### config.mk
export PLATFORM = sky130hd
export DESIGN_NAME = isa_prefetch_cache
export DESIGN_NICKNAME = d
export VERILOG_FILES = /design/src/rtl/ap_isa_pkg.sv /design/src/rtl/isa_line_ram.sv /design/src/rtl/isa_prefetch_cache.sv
export SDC_FILE = /design/constraint.sdc
export NUM_CORES = 2
export LEC_CHECK = 0
export ABC_CLOCK_PERIOD_IN_PS = 4160
export CORE_UTILIZATION = 40
export CTS_CLUSTER_SIZE = 24
export DETAILED_ROUTE_END_ITERATION = 7
export GPL_ROUTABILITY_DRIVEN = 0
export PLACE_DENSITY = 0.64
export SYNTH_ARGS = -nofsm -noshare
export SYNTH_HDL_FRONTEND = slang
export SYNTH_SLANG_ARGS = --single-unit
export TNS_END_PERCENT = 1
### constraint.sdc
create_clock -name clk -period 4.16 [get_ports clk]
set_input_delay 0.416 -clock clk [delete_from_list [all_inputs] [get_ports clk]]
set_output_delay 0.416 -clock clk [all_outputs]
set_load 0.1 [all_outputs]
### src/rtl/ap_isa_pkg.sv
// Shared types and constants for the instruction prefetch window.
package ap_isa_pkg;

    typedef enum logic [1:0] {
        IDLE = 2'd0,
        REQ  = 2'd1,
        FILL = 2'd2
    } state_t;

    // DDR addresses are 8 application units per instruction index.
    localparam int unsigned DDR_ADDR_SHIFT = 3;
    localparam int unsigned ISA_LEN_W      = 10;

endpackage

### src/rtl/isa_line_ram.sv
// Line storage for the prefetch window: one write port, one registered read port.
module isa_line_ram #(
    parameter int unsigned WIDTH  = 30,
    parameter int unsigned DEPTH  = 72,
    parameter int unsigned ADDR_W = 7
) (
    input  logic              clk,
    input  logic              rst,
    input  logic              we,
    input  logic [ADDR_W-1:0] waddr,
    input  logic [WIDTH-1:0]  wdata,
    input  logic              re,
    input  logic [ADDR_W-1:0] raddr,
    output logic [WIDTH-1:0]  rdata
);

    logic [WIDTH-1:0] mem [DEPTH];

    // Write port; contents are never reset.
    always_ff @(posedge clk) begin
        if (we) begin
            mem[waddr] <= wdata;
        end
    end

    // Registered read; the output register clears so the fetch bus is 0 out of reset.
    always_ff @(posedge clk or posedge rst) begin
        if (rst) begin
            rdata <= '0;
        end else if (re) begin
            rdata <= mem[raddr];
        end
    end

endmodule

### src/rtl/isa_prefetch_cache.sv
// Instruction prefetch window: one DDR burst per miss, early-restart hits during fill.
module isa_prefetch_cache
    import ap_isa_pkg::*;
#(
    parameter int unsigned ISA_WIDTH      = 30,
    parameter int unsigned DDR_ADDR_WIDTH = 28,
    parameter int unsigned ADDR_WIDTH_MEM = 16,
    parameter int unsigned ISA_DEPTH      = 72
) (
    input  logic                      clk,
    input  logic                      rst,
    input  logic                      fetch_req,
    input  logic [ADDR_WIDTH_MEM-1:0] fetch_addr,
    input  logic                      flush,
    output logic                      fetch_valid,
    output logic [ISA_WIDTH-1:0]      fetch_ins,
    output logic                      cache_busy,
    output logic                      ISA_read_req,
    output logic [DDR_ADDR_WIDTH-1:0] ISA_read_addr,
    output logic [ISA_LEN_W-1:0]      isa_read_len,
    input  logic                      ddr_rdy,
    input  logic                      rd_burst_data_valid,
    input  logic [ISA_LEN_W-1:0]      rd_cnt_isa,
    input  logic [ISA_WIDTH-1:0]      instruction_to_cache
);

    localparam int unsigned RAM_AW = $clog2(ISA_DEPTH);

    state_t                      state, state_d;
    logic [ADDR_WIDTH_MEM-1:0]   win_base, win_base_d;
    logic [ISA_LEN_W-1:0]        fill_cnt, fill_cnt_d;
    logic                        win_valid, win_valid_d;
    logic                        read_req_d;
    logic [DDR_ADDR_WIDTH-1:0]   read_addr_d;
    logic [ISA_LEN_W-1:0]        read_len_d;
    logic [ADDR_WIDTH_MEM-1:0]   off_c;
    logic                        hit_c;
    logic                        beat_ok_c;
    logic                        serve_c;
    logic                        ram_we_c;

    // Offset into the window wraps, so fetches below win_base land far out and miss.
    always_comb begin
        off_c     = fetch_addr - win_base;
        hit_c     = win_valid && (off_c < ADDR_WIDTH_MEM'(fill_cnt));
        beat_ok_c = rd_burst_data_valid && (rd_cnt_isa < ISA_LEN_W'(ISA_DEPTH));
        serve_c   = fetch_req && hit_c && !flush;
    end

    // Next-state and next-output logic.
    always_comb begin
        state_d     = state;
        win_base_d  = win_base;
        fill_cnt_d  = fill_cnt;
        win_valid_d = win_valid && !flush;
        read_req_d  = ISA_read_req;
        read_addr_d = ISA_read_addr;
        read_len_d  = isa_read_len;
        ram_we_c    = 1'b0;
        case (state)
            IDLE: begin
                if (fetch_req && !hit_c && !flush) begin
                    state_d     = REQ;
                    win_base_d  = fetch_addr;
                    fill_cnt_d  = '0;
                    win_valid_d = 1'b1;
                    read_req_d  = 1'b1;
                    read_addr_d = DDR_ADDR_WIDTH'(fetch_addr) << DDR_ADDR_SHIFT;
                    read_len_d  = ISA_LEN_W'(ISA_DEPTH);
                end
            end
            REQ: begin
                if (ddr_rdy) begin
                    state_d    = FILL;
                    read_req_d = 1'b0;
                end
            end
            FILL: begin
                // After a flush the remaining beats are counted but not stored.
                if (beat_ok_c) begin
                    ram_we_c   = win_valid && !flush;
                    fill_cnt_d = fill_cnt + ISA_LEN_W'(1);
                    if (fill_cnt == ISA_LEN_W'(ISA_DEPTH - 1)) begin
                        state_d = IDLE;
                    end
                end
            end
            default: state_d = IDLE;
        endcase
    end

    // State register.
    always_ff @(posedge clk or posedge rst) begin
        if (rst) begin
            state <= IDLE;
        end else begin
            state <= state_d;
        end
    end

    // Window bookkeeping and registered outputs.
    always_ff @(posedge clk or posedge rst) begin
        if (rst) begin
            win_base      <= '0;
            fill_cnt      <= '0;
            win_valid     <= 1'b0;
            fetch_valid   <= 1'b0;
            cache_busy    <= 1'b0;
            ISA_read_req  <= 1'b0;
            ISA_read_addr <= '0;
            isa_read_len  <= '0;
        end else begin
            win_base      <= win_base_d;
            fill_cnt      <= fill_cnt_d;
            win_valid     <= win_valid_d;
            fetch_valid   <= serve_c;
            cache_busy    <= (state_d != IDLE);
            ISA_read_req  <= read_req_d;
            ISA_read_addr <= read_addr_d;
            isa_read_len  <= read_len_d;
        end
    end

    // Line storage; the registered read data is the fetch bus.
    isa_line_ram #(
        .WIDTH  (ISA_WIDTH),
        .DEPTH  (ISA_DEPTH),
        .ADDR_W (RAM_AW)
    ) u_ram (
        .clk   (clk),
        .rst   (rst),
        .we    (ram_we_c),
        .waddr (RAM_AW'(rd_cnt_isa)),
        .wdata (instruction_to_cache),
        .re    (serve_c),
        .raddr (RAM_AW'(off_c)),
        .rdata (fetch_ins)
    );

endmodule

# Yosys cells after proc, flatten, opt, wreduce, memory -nomap -nowiden
# Memories as Yosys holds them, arrays and structs flattened. A register that Yosys moved wholly into a read port is not among the register bits.
# Cells that the tools add are included.
[word_totals] reg_bits=33 latch_bits=0 ram_bits=2160 romBits=0 inputBits=62 word_cells=52 mem_count=1
[mem_list] memory="u_ram.mem" depth=72 word_bits=30 read_ports=1 rd_ports_with_merged_regs=1 write_ports=1 line="isa_line_ram.sv:17" source="logic [WIDTH-1:0] mem [DEPTH];"
[op_classes] add_sub_neg=2 multipliers=0 div=0 n_lt_le_gt_ge=2 n_eq_ne=6 shifts=0 n_mux=17 bitwise_logic=0 n_reduce_logical=16
[op_table] cell="$mux 10" n=2
[op_table] cell="$pmux 10 s2" n=1
[op_table] cell="$lt 16x10->1" n=1
[op_table] cell="$sub 16x16->16" n=1
[op_table] cell="$add 10x1->10 const B" n=1
[op_table] cell="$eq 10x7->1 const B" n=1
[op_table] cell="$lt 10x7->1 const B" n=1
[op_table] cell="$mux 1" n=8
[op_table] cell="$mux 2" n=4
[op_table] cell="$logic_and 1x1->1" n=7
[op_table] cell="$ne 2x2->1 const B" n=3
[op_table] cell="$pmux 2 s3" n=1
[op_table] cell="$reduce_and 3->1" n=2
[op_table] cell="$reduce_bool 2->1" n=3
[op_table] cell="$eq 2x1->1 const B" n=1
[op_table] cell="$eq 2x2->1 const B" n=1
[op_table] cell="$logic_not 1->1" n=2
[op_table] cell="$logic_not 2->1" n=1
[op_table] cell="$pmux 1 s2" n=1
[op_table] cell="$reduce_and 2->1" n=1

# Depth between registers and ports, before layout
[logic_depth] ltp_word=9 mapped_depth=19 mapped_depth_nobuf=17

# By module
# A second synthesis with hierarchy kept.
[hier_totals] cells_unflattened=4156 hier_area_um2=86987.2
[by_module_without_submodules] module="isa_line_ram" n_inst=1 cells_each=3753 area_each_um2=83699.0 seq_area_each_um2=65612.9
[by_module_without_submodules] module="isa_prefetch_cache" n_inst=1 cells_each=403 area_each_um2=3288.2 seq_area_each_um2=825.8

# Least setup slack after synthesis
# No wires, ideal clock.
[synth_path] path_kind="reg2reg" start="register win_base[1]" end="register u_ram.rdata[10], read port of u_ram.mem" arrival_ns=4.324 t_required_ns=4.032 path_slack_ns=-0.292 path_stages_with_launch=20 cell_sequence="dfrtp_1 > inv_1 > ha_1 > and3b_1 > or3_1 > buf_2 > nand2_4 > inv_4 > buf_4 > buf_2 > ha_1 > a21o_1 > a21oi_1 > o21ai_0 > o2111ai_1 > nand3_1 > nor4_2 > nand4b_1 > buf_2 > mux2_1"
[synth_between] elab_chain_cells=5
[synth_lines] item="from (decl)" line="isa_prefetch_cache.sv:30" source="logic [ADDR_WIDTH_MEM-1:0] win_base, win_base_d;"
[synth_lines] item="from (signal assigned)" line="isa_prefetch_cache.sv:113" source="win_base <= win_base_d;"
[synth_lines] item="$sub 16x16->16 (*)" line="isa_prefetch_cache.sv:44" source="off_c = fetch_addr - win_base;"
[synth_lines] item="$lt 16x10->1" line="isa_prefetch_cache.sv:45" source="hit_c = win_valid && (off_c < ADDR_WIDTH_MEM'(fill_cnt));"
[synth_lines] item="$logic_and 1x1->1" line="isa_prefetch_cache.sv:45"
[synth_lines] item="$logic_and 1x1->1 (2 in series)" line="isa_prefetch_cache.sv:47" source="serve_c = fetch_req && hit_c && !flush;"
[synth_lines] item="to (decl)" line="isa_line_ram.sv:14" source="output logic [WIDTH-1:0] rdata"
# Mark *: on every way between the ends. The rest lies on a longest branch, timed or not.
# A chain may end at the register's enable or synchronous reset.

# Final worst setup path
[layout_path] start="register win_base[0]" end="register u_ram.rdata[16], read port of u_ram.mem"
# The elaborated chain is that of the path after synthesis.

==> results by group <==
Outcome
  – Status: complete, no violations

Global routing
  – Largest net degree at the start of global routing: 76
  – Vias in the first global route: 43,400
  – First-pass GRT wire length: 323,000 µm
  – Initial antenna violation count: 30
  – Gr usage total: 0.209
  – Grt ovf: 0

Clocking
  – CTS tree: done
  – H-tree levels: 4
  – Reg clk slew, reported paths: 0.07 ns
  – Num CTS Buffers: 215
  – Max Root-Sink Buffers: 3
  – Clock Latency Late Sink: 0.86 ns
  – CTS Root Cell: clkbuf_16
  – CTS Sinks: 2,223
  – Post-CTS Setup Repair Bufs: 0

Critical path
  – R2R Path End: u_ram.rdata[16]
  – Top delay family on crit path: adder cells
  – Critical path capture point type: flip-flop
  – R2r setup slk: 0.07 ns
  – Reg2Reg Depth: 13
  – Max incr delay on CP: 0.92 ns
  – Worst setup endpoint: u_ram.rdata[16]
  – Critical path data required time: 4.95 ns
  – Critical Path Start Type: flip-flop
  – Worst reg2reg path startpoint: win_base[0]
  – Critical-path cell list: ha_4, inv_1, fa_4, buf_12, buf_12, buf_4, mux4_2, nand2_1, a31oi_2, o221ai_2, buf_4, nor4_1, mux2_1
  – Critical path buffers and inverters: 5
  – Data arrival, critical path: 4.88 ns
  – Setup CP Type: flip-flop to flip-flop
  – Crit path launch: win_base[0]
  – Crit path max fanout: 16
  – CP Depth: 13
  – Slowest-stage cell, CP: fa_4

Placed design
  – Detail Placement HPWL: 133,000 µm
  – PortBufs: 112

Routing
  – Drt drc: 0
  – Routed vias/inst: 5.83
  – WL/cell: 30.7 µm
  – Iteration count of the initial detailed-routing pass: 7
  – Detailed-route via count: 43,000
  – Antenna viol nets, final: 0
  – 1st-iter DRT viols: 5,337
  – Routed WL: 226,000 µm

Finish
  – Area of the multi-input gates: 19,200 µm²
  – Final core occ: 0.478
  – NumNets Final: 4,454
  – Fillers: 17,000
  – Layout cells sized above 1: 0.320
  – Commonest non-fill, non-tap cells in the layout: 2,160 x edfxtp_1, 600 x mux4_2, 266 x buf_4
  – Most common cell after layout, fill and taps aside: edfxtp_1
  – Register Area: 66,400 µm²
  – Layout area overhead: 18.4%

Floorplan
  – Initial Util: 0.404
  – Core footprint: 213,000 µm²
  – Row count: 169
  – Boundary pin count: 133
  – Die W: 466 µm
  – Die area: 217,000 µm²
  – Die height: 466 µm

Yosys
  – Synth unique cells: 57
  – Syn. warnings: 0
  – Mapped Area: 86,100 µm²
  – Yosys reg bits: 2,223
  – Ys flop type: edfxtp_1
  – Post-Synthesis Cells: 3,863
  – Sequential element share of the synthesized area: 0.772
  – EDFF count, synth: 2,160
  – Synthesized area per cell: 22.3 µm²
  – Ys async rst share: 0.0283

Pwr
  – Tot Pwr: 75.4 mW
  – Static leakage: 32.4 nW
  – Power Density: 740 nW/µm²
  – Peak VDD IR: 0.633 mV

Timing
  – RSZ-0062 raised after global routing: no
  – Setup violations, final: 0
  – Relative slew slack: 0.154
  – Worst Skew: 0.0622 ns
  – Final Cycle Share: 0.982
  – Final Hold Vio Count: 0
  – Final max-slew violation count: 0
  – Slew @ Worst Pin: 1.27 ns
  – Fin crit period: 4.09 ns
  – Peak Freq: 0.245 GHz
  – Setup TNS: 0 ns

Flow run
  – Max_cap viols: 0

Hold path
  – Hold Startpoint: instruction_to_cache[9]
  – Hold Crit Class: input port to flip-flop
-- how the worst min path moves through the flow --
stage	to	slack [ns]	cells after the start
after detailed placement	ISA_read_req	0.48	1
after global placement	ISA_read_req	0.47	1
after global routing	u_ram.mem[61][9]	0.05	1
after floorplan	win_valid	0.50	2
final	u_ram.mem[61][9]	0.07	1
after CTS	u_ram.mem[61][9]	0.03	1
-- layer usage --
layer | up-vias | track usage | part of all wire
met3 | 321 | 0.0457 | 0.090
met1 | 23200 | 0.286 | 0.40
met5 | - | 0 | 0.00022
met2 | 2047 | 0.337 | 0.49
li1 | 17400 | - | -
met4 | 8 | 0.0628 | 0.028
-- synth_stat cells (2+ instances only) --
library cell | count | area share
a211oi_1 | 94 | 0.0082
or2_2 | 2 | 0.00015
nand3_1 | 10 | 0.00058
clkbuf_1 | 121 | 0.0053
nor4_1 | 31 | 0.0023
or3_1 | 2 | 0.00015
mux2_2 | 5 | 0.00065
nand4_1 | 4 | 0.00029
buf_4 | 31 | 0.0027
buf_6 | 3 | 0.00039
nand2b_1 | 5 | 0.00036
and3_1 | 94 | 0.0068
xor2_1 | 5 | 0.00051
a21oi_1 | 16 | 0.00093
o21a_1 | 2 | 0.00017
a21o_1 | 7 | 0.00061
inv_2 | 2 | 0.000087
a31oi_1 | 31 | 0.0023
o21ai_0 | 38 | 0.0022
o21ai_1 | 2 | 0.00012
buf_2 | 76 | 0.0044
nor3_1 | 66 | 0.0038
nor2_1 | 118 | 0.0051
mux4_2 | 600 | 0.16
edfxtp_1 | 2160 | 0.75
buf_1 | 3 | 0.00013
nand3b_1 | 4 | 0.00035
nand2_1 | 89 | 0.0039
or4_1 | 2 | 0.00017
o221ai_1 | 30 | 0.0031
dfrtp_1 | 63 | 0.018
inv_1 | 32 | 0.0014
o21bai_1 | 4 | 0.00035
nor2_2 | 2 | 0.00015
nor2b_1 | 6 | 0.00044
mux2_1 | 40 | 0.0052
o31ai_1 | 3 | 0.00026
xnor2_1 | 15 | 0.0015
nand4b_1 | 2 | 0.00020
o2111ai_1 | 2 | 0.00020
ha_1 | 25 | 0.0036
-- sequential cells by signal, indices dropped and copies added, names as in the netlist --
register and count:
win_valid 1, fill_cnt 10, fetch_valid 1, u_ram.rdata 30, ISA_read_req 1, isa_read_len 1
win_base 16, cache_busy 1, u_ram.mem 2160, state 2
-- per-stage QoR --
step	hold slack [ns]	cell area [µm²]	worst slack, ns	instances
2_1_floorplan	0.495	86200	0.107	3882
3_3_place_gp	0.467	94600	-1.07	6968
3_5_place_dp	0.476	94600	-1.04	6968
4_1_cts	0.0282	102000	-0.00786	7370
5_1_grt	0.0457	102000	0.00486	7372
6_report	0.0686	102000	0.0730	7376
-- timing repair --
item                       in CTS  in global routing
gates resized for setup         6                  7
hold buffers                    2                  0
gates cloned                    0                  0
setup endpoints to repair       5                  6
hold endpoints to repair       17                  0
-- power by group --
part           internal (mW)  switching, mW
registers               24.7          0.237
clock network           11.3           8.49
logic                   13.4           17.3
total                   49.4           26.0
-- cell families (layout without fill, tap and decap cells) --
logic type	count (synthesis)	count (layout)	share of synthesized area
flip-flops	2223	2223	0.772
multiplexers	646	646	0.163
other	1	26	0.0000436
AO/OA/AOI/OAI	235	235	0.0192
adder cells (fa/ha/maj)	26	26	0.00387
XOR/XNOR	21	21	0.00222
AND/OR/NAND/NOR	442	442	0.0254
buffers and inverters	269	936	0.0145
-- cell type report --
type | count | area share
inverters | 35 | 0.00134
repair buffers | 501 | 0.0531
clock buffers | 271 | 0.0561
well taps | 2821 | 0.0346
multi-input cells | 1390 | 0.188
flip-flops and latches | 2223 | 0.652
diodes | 6 | 0.000147
clock inverters | 129 | 0.0146
No activity file was read; power rests on OpenSTA's default activity.
